--- src/rtl/mdu_ctrl_if.sv ---
// mdu_ctrl_if: bundles the EX-side request/result signals and the divider
// handshake of the multiply/divide sequencer.
//   slave  : seen by mdu_ctrl (EX and divider inputs in, results and divider
//            controls out)
//   master : seen by the environment (EX stage plus divider)
interface mdu_ctrl_if;
  logic        valid_i;
  logic [3:0]  op_i;
  logic [31:0] reg1_i;
  logic [31:0] reg2_i;
  logic [31:0] hi_i;
  logic [31:0] lo_i;
  logic        flush_i;
  logic        div_start_o;
  logic        div_signed_o;
  logic [31:0] div_opdata1_o;
  logic [31:0] div_opdata2_o;
  logic        div_annul_o;
  logic [63:0] div_result_i;
  logic        div_ready_i;
  logic        stallreq_o;
  logic        busy_o;
  logic        done_o;
  logic [63:0] hilo_o;

  modport slave (
    input  valid_i, op_i, reg1_i, reg2_i, hi_i, lo_i, flush_i,
           div_result_i, div_ready_i,
    output div_start_o, div_signed_o, div_opdata1_o, div_opdata2_o,
           div_annul_o, stallreq_o, busy_o, done_o, hilo_o
  );

  modport master (
    output valid_i, op_i, reg1_i, reg2_i, hi_i, lo_i, flush_i,
           div_result_i, div_ready_i,
    input  div_start_o, div_signed_o, div_opdata1_o, div_opdata2_o,
           div_annul_o, stallreq_o, busy_o, done_o, hilo_o
  );
endinterface

--- src/rtl/mdu_ctrl.sv ---
// mdu_ctrl: multi-cycle multiply/divide sequencer beside the EX stage.
// Runs MULT/MULTU/MADD/MADDU/MSUB/MSUBU through a registered two-stage
// multiply-accumulate, hands DIV/DIVU to the external iterative divider, and
// holds the EX stall until a one-cycle done_o presents the {HI,LO} result.
// Ports:
//   clk  - clock, all state on rising edge
//   rst  - asynchronous active-low reset
//   bus  - mdu_ctrl_if.slave: EX request (valid/op/operands/HI/LO/flush),
//          divider handshake, stall/busy/done/hilo results
module mdu_ctrl (
  input logic       clk,
  input logic       rst,
  mdu_ctrl_if.slave bus
);

  localparam logic [3:0] OP_MULT  = 4'd1;
  localparam logic [3:0] OP_MULTU = 4'd2;
  localparam logic [3:0] OP_MADD  = 4'd3;
  localparam logic [3:0] OP_MSUB  = 4'd5;
  localparam logic [3:0] OP_MSUBU = 4'd6;
  localparam logic [3:0] OP_DIV   = 4'd7;
  localparam logic [3:0] OP_DIVU  = 4'd8;

  typedef enum logic [2:0] {
    IDLE     = 3'd0,
    MUL      = 3'd1,
    ACC      = 3'd2,
    DIV_WAIT = 3'd3,
    DONE     = 3'd4
  } state_t;

  state_t      state_r;
  logic [3:0]  op_q;
  logic [31:0] a_q;
  logic [31:0] b_q;
  logic [63:0] hilo_q;
  logic [63:0] prod_q;
  logic [63:0] res_q;

  function automatic logic is_mul_op(input logic [3:0] op);
    return (op >= OP_MULT) && (op <= OP_MSUBU);
  endfunction

  function automatic logic is_div_op(input logic [3:0] op);
    return (op == OP_DIV) || (op == OP_DIVU);
  endfunction

  function automatic logic is_signed_mul(input logic [3:0] op);
    return (op == OP_MULT) || (op == OP_MADD) || (op == OP_MSUB);
  endfunction

  function automatic logic is_plain_mul(input logic [3:0] op);
    return (op == OP_MULT) || (op == OP_MULTU);
  endfunction

  function automatic logic is_sub_acc(input logic [3:0] op);
    return (op == OP_MSUB) || (op == OP_MSUBU);
  endfunction

  logic        accept_s;
  logic [63:0] ext_a_s;
  logic [63:0] ext_b_s;
  logic [63:0] product_s;
  logic [63:0] acc_s;

  // Accept is gated by rst so the stall request drops the moment reset is
  // asserted, even while EX keeps presenting its stalled instruction.
  assign accept_s = rst && (state_r == IDLE) && bus.valid_i && !bus.flush_i &&
                    (is_mul_op(bus.op_i) || is_div_op(bus.op_i));

  // Lower 64 bits of the product of the 64-bit extended operands are the
  // exact signed (or unsigned) 32x32 product.
  assign ext_a_s   = is_signed_mul(op_q) ? {{32{a_q[31]}}, a_q} : {32'd0, a_q};
  assign ext_b_s   = is_signed_mul(op_q) ? {{32{b_q[31]}}, b_q} : {32'd0, b_q};
  assign product_s = ext_a_s * ext_b_s;
  assign acc_s     = is_sub_acc(op_q) ? (hilo_q - prod_q) : (hilo_q + prod_q);

  // Sequencer state and operand/result registers.
  always_ff @(posedge clk or negedge rst) begin
    if (!rst) begin
      state_r <= IDLE;
      op_q    <= 4'd0;
      a_q     <= 32'd0;
      b_q     <= 32'd0;
      hilo_q  <= 64'd0;
      prod_q  <= 64'd0;
      res_q   <= 64'd0;
    end else begin
      case (state_r)
        IDLE: begin
          if (accept_s) begin
            op_q   <= bus.op_i;
            a_q    <= bus.reg1_i;
            b_q    <= bus.reg2_i;
            hilo_q <= {bus.hi_i, bus.lo_i};
            if (is_mul_op(bus.op_i)) begin
              state_r <= MUL;
            end else if (bus.reg2_i != 32'd0) begin
              state_r <= DIV_WAIT;
            end else begin
              // Divide by zero leaves HI/LO unchanged.
              res_q   <= {bus.hi_i, bus.lo_i};
              state_r <= DONE;
            end
          end
        end
        MUL: begin
          if (bus.flush_i) begin
            state_r <= IDLE;
          end else begin
            prod_q <= product_s;
            if (is_plain_mul(op_q)) begin
              res_q   <= product_s;
              state_r <= DONE;
            end else begin
              state_r <= ACC;
            end
          end
        end
        ACC: begin
          if (bus.flush_i) begin
            state_r <= IDLE;
          end else begin
            res_q   <= acc_s;
            state_r <= DONE;
          end
        end
        DIV_WAIT: begin
          if (bus.flush_i) begin
            state_r <= IDLE;
          end else if (bus.div_ready_i) begin
            res_q   <= bus.div_result_i;
            state_r <= DONE;
          end
        end
        DONE: begin
          // The retiring instruction is still on valid_i here; never re-accept.
          state_r <= IDLE;
        end
        default: begin
          state_r <= IDLE;
        end
      endcase
    end
  end

  assign bus.done_o        = (state_r == DONE) && !bus.flush_i;
  assign bus.hilo_o        = res_q;
  assign bus.busy_o        = (state_r != IDLE);
  assign bus.stallreq_o    = accept_s || (state_r == MUL) || (state_r == ACC) ||
                             (state_r == DIV_WAIT);
  assign bus.div_start_o   = (state_r == DIV_WAIT);
  assign bus.div_signed_o  = (state_r == DIV_WAIT) && (op_q == OP_DIV);
  assign bus.div_opdata1_o = (state_r == DIV_WAIT) ? a_q : 32'd0;
  assign bus.div_opdata2_o = (state_r == DIV_WAIT) ? b_q : 32'd0;
  assign bus.div_annul_o   = (state_r == DIV_WAIT) && bus.flush_i;

endmodule

--- src/flat_wrapper.sv ---
// flat-port wrapper written by rule: the top's interface ports become plain ports
module mdu_ctrl_flat 
  (clk, rst, bus_valid_i, bus_op_i, bus_reg1_i, bus_reg2_i, bus_hi_i, bus_lo_i, bus_flush_i, bus_div_result_i, bus_div_ready_i, bus_div_start_o, bus_div_signed_o, bus_div_opdata1_o, bus_div_opdata2_o, bus_div_annul_o, bus_stallreq_o, bus_busy_o, bus_done_o, bus_hilo_o);
  mdu_ctrl_if bus_i ();
  input logic clk;
  input logic rst;
  input wire logic [$bits(bus_i.valid_i)-1:0] bus_valid_i;
  input wire logic [$bits(bus_i.op_i)-1:0] bus_op_i;
  input wire logic [$bits(bus_i.reg1_i)-1:0] bus_reg1_i;
  input wire logic [$bits(bus_i.reg2_i)-1:0] bus_reg2_i;
  input wire logic [$bits(bus_i.hi_i)-1:0] bus_hi_i;
  input wire logic [$bits(bus_i.lo_i)-1:0] bus_lo_i;
  input wire logic [$bits(bus_i.flush_i)-1:0] bus_flush_i;
  input wire logic [$bits(bus_i.div_result_i)-1:0] bus_div_result_i;
  input wire logic [$bits(bus_i.div_ready_i)-1:0] bus_div_ready_i;
  output wire logic [$bits(bus_i.div_start_o)-1:0] bus_div_start_o;
  output wire logic [$bits(bus_i.div_signed_o)-1:0] bus_div_signed_o;
  output wire logic [$bits(bus_i.div_opdata1_o)-1:0] bus_div_opdata1_o;
  output wire logic [$bits(bus_i.div_opdata2_o)-1:0] bus_div_opdata2_o;
  output wire logic [$bits(bus_i.div_annul_o)-1:0] bus_div_annul_o;
  output wire logic [$bits(bus_i.stallreq_o)-1:0] bus_stallreq_o;
  output wire logic [$bits(bus_i.busy_o)-1:0] bus_busy_o;
  output wire logic [$bits(bus_i.done_o)-1:0] bus_done_o;
  output wire logic [$bits(bus_i.hilo_o)-1:0] bus_hilo_o;
  assign bus_i.valid_i = bus_valid_i;
  assign bus_i.op_i = bus_op_i;
  assign bus_i.reg1_i = bus_reg1_i;
  assign bus_i.reg2_i = bus_reg2_i;
  assign bus_i.hi_i = bus_hi_i;
  assign bus_i.lo_i = bus_lo_i;
  assign bus_i.flush_i = bus_flush_i;
  assign bus_i.div_result_i = bus_div_result_i;
  assign bus_i.div_ready_i = bus_div_ready_i;
  assign bus_div_start_o = bus_i.div_start_o;
  assign bus_div_signed_o = bus_i.div_signed_o;
  assign bus_div_opdata1_o = bus_i.div_opdata1_o;
  assign bus_div_opdata2_o = bus_i.div_opdata2_o;
  assign bus_div_annul_o = bus_i.div_annul_o;
  assign bus_stallreq_o = bus_i.stallreq_o;
  assign bus_busy_o = bus_i.busy_o;
  assign bus_done_o = bus_i.done_o;
  assign bus_hilo_o = bus_i.hilo_o;
  mdu_ctrl u_core (.clk(clk), .rst(rst), .bus(bus_i));
endmodule
--- config.mk ---
export PLATFORM = sky130hd
export DESIGN_NAME = mdu_ctrl_flat
export DESIGN_NICKNAME = d
export VERILOG_FILES = /design/src/rtl/mdu_ctrl_if.sv /design/src/rtl/mdu_ctrl.sv /design/src/flat_wrapper.sv
export SDC_FILE = /design/constraint.sdc
export NUM_CORES = 2
export LEC_CHECK = 0
export CAP_MARGIN = 40
export CELL_PAD_IN_SITES_DETAIL_PLACEMENT = 1
export CELL_PAD_IN_SITES_GLOBAL_PLACEMENT = 1
export CORE_UTILIZATION = 53
export DETAILED_ROUTE_END_ITERATION = 10
export HOLD_SLACK_MARGIN = 0.12
export PLACE_DENSITY_LB_ADDON = 0.1
export SETUP_SLACK_MARGIN = 0.5
export SLEW_MARGIN = 20
export SYNTH_ARGS = -nofsm -noshare
export SYNTH_HDL_FRONTEND = slang
export SYNTH_SLANG_ARGS = --single-unit
export TNS_END_PERCENT = 10
--- constraint.sdc ---
create_clock -name clk -period 16.4 [get_ports clk]
set_clock_uncertainty 0.1 [all_clocks]
set_input_delay 2.46 -clock clk [delete_from_list [all_inputs] [get_ports clk]]
set_output_delay 2.46 -clock clk [all_outputs]
set_load 0.005 [all_outputs]
==> out/results.ini <==
[outcome]
status = finished, final reports clean

[sta]
finalCriticalPeriod_ps = 11270
slew_viol_final = 0
rsz0062_at_grt = false
worst_slew_pin_slew_ps = 1120
min_period_over_period_pct = 68.7
maxSlewHeadroom_pct = 25.5
hold_violations = 0
setup_tns_ps = 0
setup_violations = 0
maxClockFrequency_mhz = 88.7

[finish]
final_util_pct = 58.7
syn2layout_area_growth_pct = 9.25
mostFrequentLayoutCell = inv_1
multi_input_area_um2 = 50800
fin_nets = 9129
fillCellCount = 13700
final_cell_mix = 1578 x inv_1, 1420 x fa_1, 969 x nand2_1
seq_area_um2 = 6610
drive_above_1_share_pct = 5.29

[worst_setup_path]
regToRegSetupSlack_ps = 5130
path_common_cell = fa_1
worstSetupStartpointType = flop
cp_data_arrival_time_ps = 11690
slowest_delay_ps = 880
required_ps = 16810
cp-end-kind = flop
r2r-end = u_core.bus.hilo_o[63]$_DFFE_PN0P_
r2r_cells = 31
r2r-start = u_core.op_q[1]$_DFFE_PN0P_
path_class = reg -> reg
crit_fanout = 35
cp_slowest_cell = fa_1

[route]
num_vias = 52300
vias_per_cell = 5.96
drtIter0Drc = 4827
drcViolationCount = 0
routed_wl_um = 250000
dr.pass1.iters = 5
wl_per_cell_um = 28.5
ant_nets = 0

[hold_path]
whs_path_depth = 2
hold_start = u_core.bus.hilo_o[5]$_DFFE_PN0P_
hp-class = reg -> reg
min_to = u_core.bus.hilo_o[5]$_DFFE_PN0P_

[die]
die_height_um = 352
die-area_um2 = 124000
core_area_um2 = 121000
io_pins = 335
start_util_pct = 53.7
num_rows = 127
chipWidth_um = 352

[yosys]
syn_nets = 9060
synthArstFlopShare_pct = 100
yosys_warnings = 0
ys.flop_type = dfrtp_1
yosysSeqAreaShare_pct = 10.2
syn-mean-instance-area_um2 = 9.17
synthDistinctLibCells = 94
ys_ff_latch = 263
synth_area_um2 = 64800
syn_inst = 7066
synth-edff-count = 0

[clock_network]
cts_tree = done
clock-root-buffer = clkbuf_16
cts.htree.levels = 1
cts_buffers = 30
holdBufCountCts = 0
clock_path_buffers = 3
post_cts_buffers = 0
ctsResizeCount = 0
path_clk_slew_ps = 60
insertion_delay_ps = 640
cts_sinks = 263

[grt]
grt_use_total_pct = 41.3
grt_start_max_net_pins = 147
grt_pass1_wl_um = 372000
antenna_found_initial = 26
globalRouteOverflowTotal = 0
grt_pass1_vias = 57900

[place]
globalplace.congestion = 0.980
dp_hpwl_um = 200000
port-buffer-count = 334

[flow_run]
maxCapViolCount = 0

-- cells in the mapped netlist (27+ instances only) --
library cell  count  area (µm²)
mux2_2          138        1550
fa_1           1420       28400
a21o_1           67         503
a21oi_1         217        1090
o21ai_0         184         921
o21bai_1         27         203
nor2_1          146         548
nand3_1          44         220
ha_1            373        4670
nor3_1           31         155
nand2_1         971        3640
and2_1          404        2530
xor2_1           80         701
dfrtp_1         263        6580
xnor2_1         152        1330
clkbuf_1        372        1400
inv_1          1578        5920
nand4_1          28         175
and3_1          119         744
a31oi_1          33         206
-- cell type report --
class	instances	share of cell area, %
sequential	263	9.35
multi-input combinational	4823	71.8
clock buffer	37	1.14
inverter	1578	8.37
antenna	8	0.0283
tap	1612	2.85
timing repair buffer	439	6.01
clock inverter	18	0.446
-- stage by stage --
step | worst slack, ps | instances | area [µm²] | hold slack (ps)
after floorplan | 6640 | 7066 | 64800 | 363
after global placement | 5060 | 8705 | 69400 | 357
after detailed placement | 4670 | 8711 | 69600 | 373
after CTS | 4590 | 8766 | 70700 | 393
after global routing | 4580 | 8772 | 70700 | 409
final | 5130 | 8778 | 70800 | 387
-- metal layers --
metal	wire length [µm]	share of wire (%)	global-route usage (%)	up-vias
met4	9570	3.8	13.9	20
li1	-	-	-	21500
met3	28000	11	9.32	532
met1	102000	41	57.2	27400
met2	111000	44	64.1	2832
met5	120	0.048	0	-
-- worst max path at each step --
stage,slack [ps],endpoint,cells after the start,startpoint
after global placement,5060,u_core.bus.hilo_o[63]$_DFFE_PN0P_,30,u_core.op_q[1]$_DFFE_PN0P_
after global routing,4580,u_core.bus.hilo_o[63]$_DFFE_PN0P_,31,u_core.op_q[1]$_DFFE_PN0P_
after floorplan,6640,u_core.bus.hilo_o[63]$_DFFE_PN0P_,31,u_core.op_q[1]$_DFFE_PN0P_
final,5130,u_core.bus.hilo_o[63]$_DFFE_PN0P_,31,u_core.op_q[1]$_DFFE_PN0P_
after detailed placement,4670,u_core.bus.hilo_o[63]$_DFFE_PN0P_,30,u_core.op_q[1]$_DFFE_PN0P_
after CTS,4590,u_core.bus.hilo_o[63]$_DFFE_PN0P_,30,u_core.op_q[1]$_DFFE_PN0P_
-- critical path: cells and delay by family, from the launching register on --
family          cells  cell delay, ps
fa+ha+maj          11            6040
buf+inv             7            1500
compound gates      7            1790
flops               1             450
simple gates        6            1200
-- registers in the layout (all words and copies together) (netlist names) --
register           cells
u_core.a_q            32
u_core.bus.hilo_o     64
u_core.b_q            32
u_core.op_q            4
u_core.state_r         3
u_core.prod_q         64
u_core.hilo_q         64
-- kinds of logic (layout without fill, tap and decap cells) --
kind of cell,after synthesis,after routing,share of synthesized area (%)
buf+inv,1980,2072,11.5
simple gates,1859,1859,13.6
fa+ha+maj,1797,1797,51.2
compound gates,782,782,7.77
flops,263,263,10.2
xor+xnor,232,232,3.14
mux,153,153,2.65
other cells,0,8,0
Power is left out: the tool's default activity adds up to more than one toggle a clock period on the data nets, which glitch-free logic cannot reach.
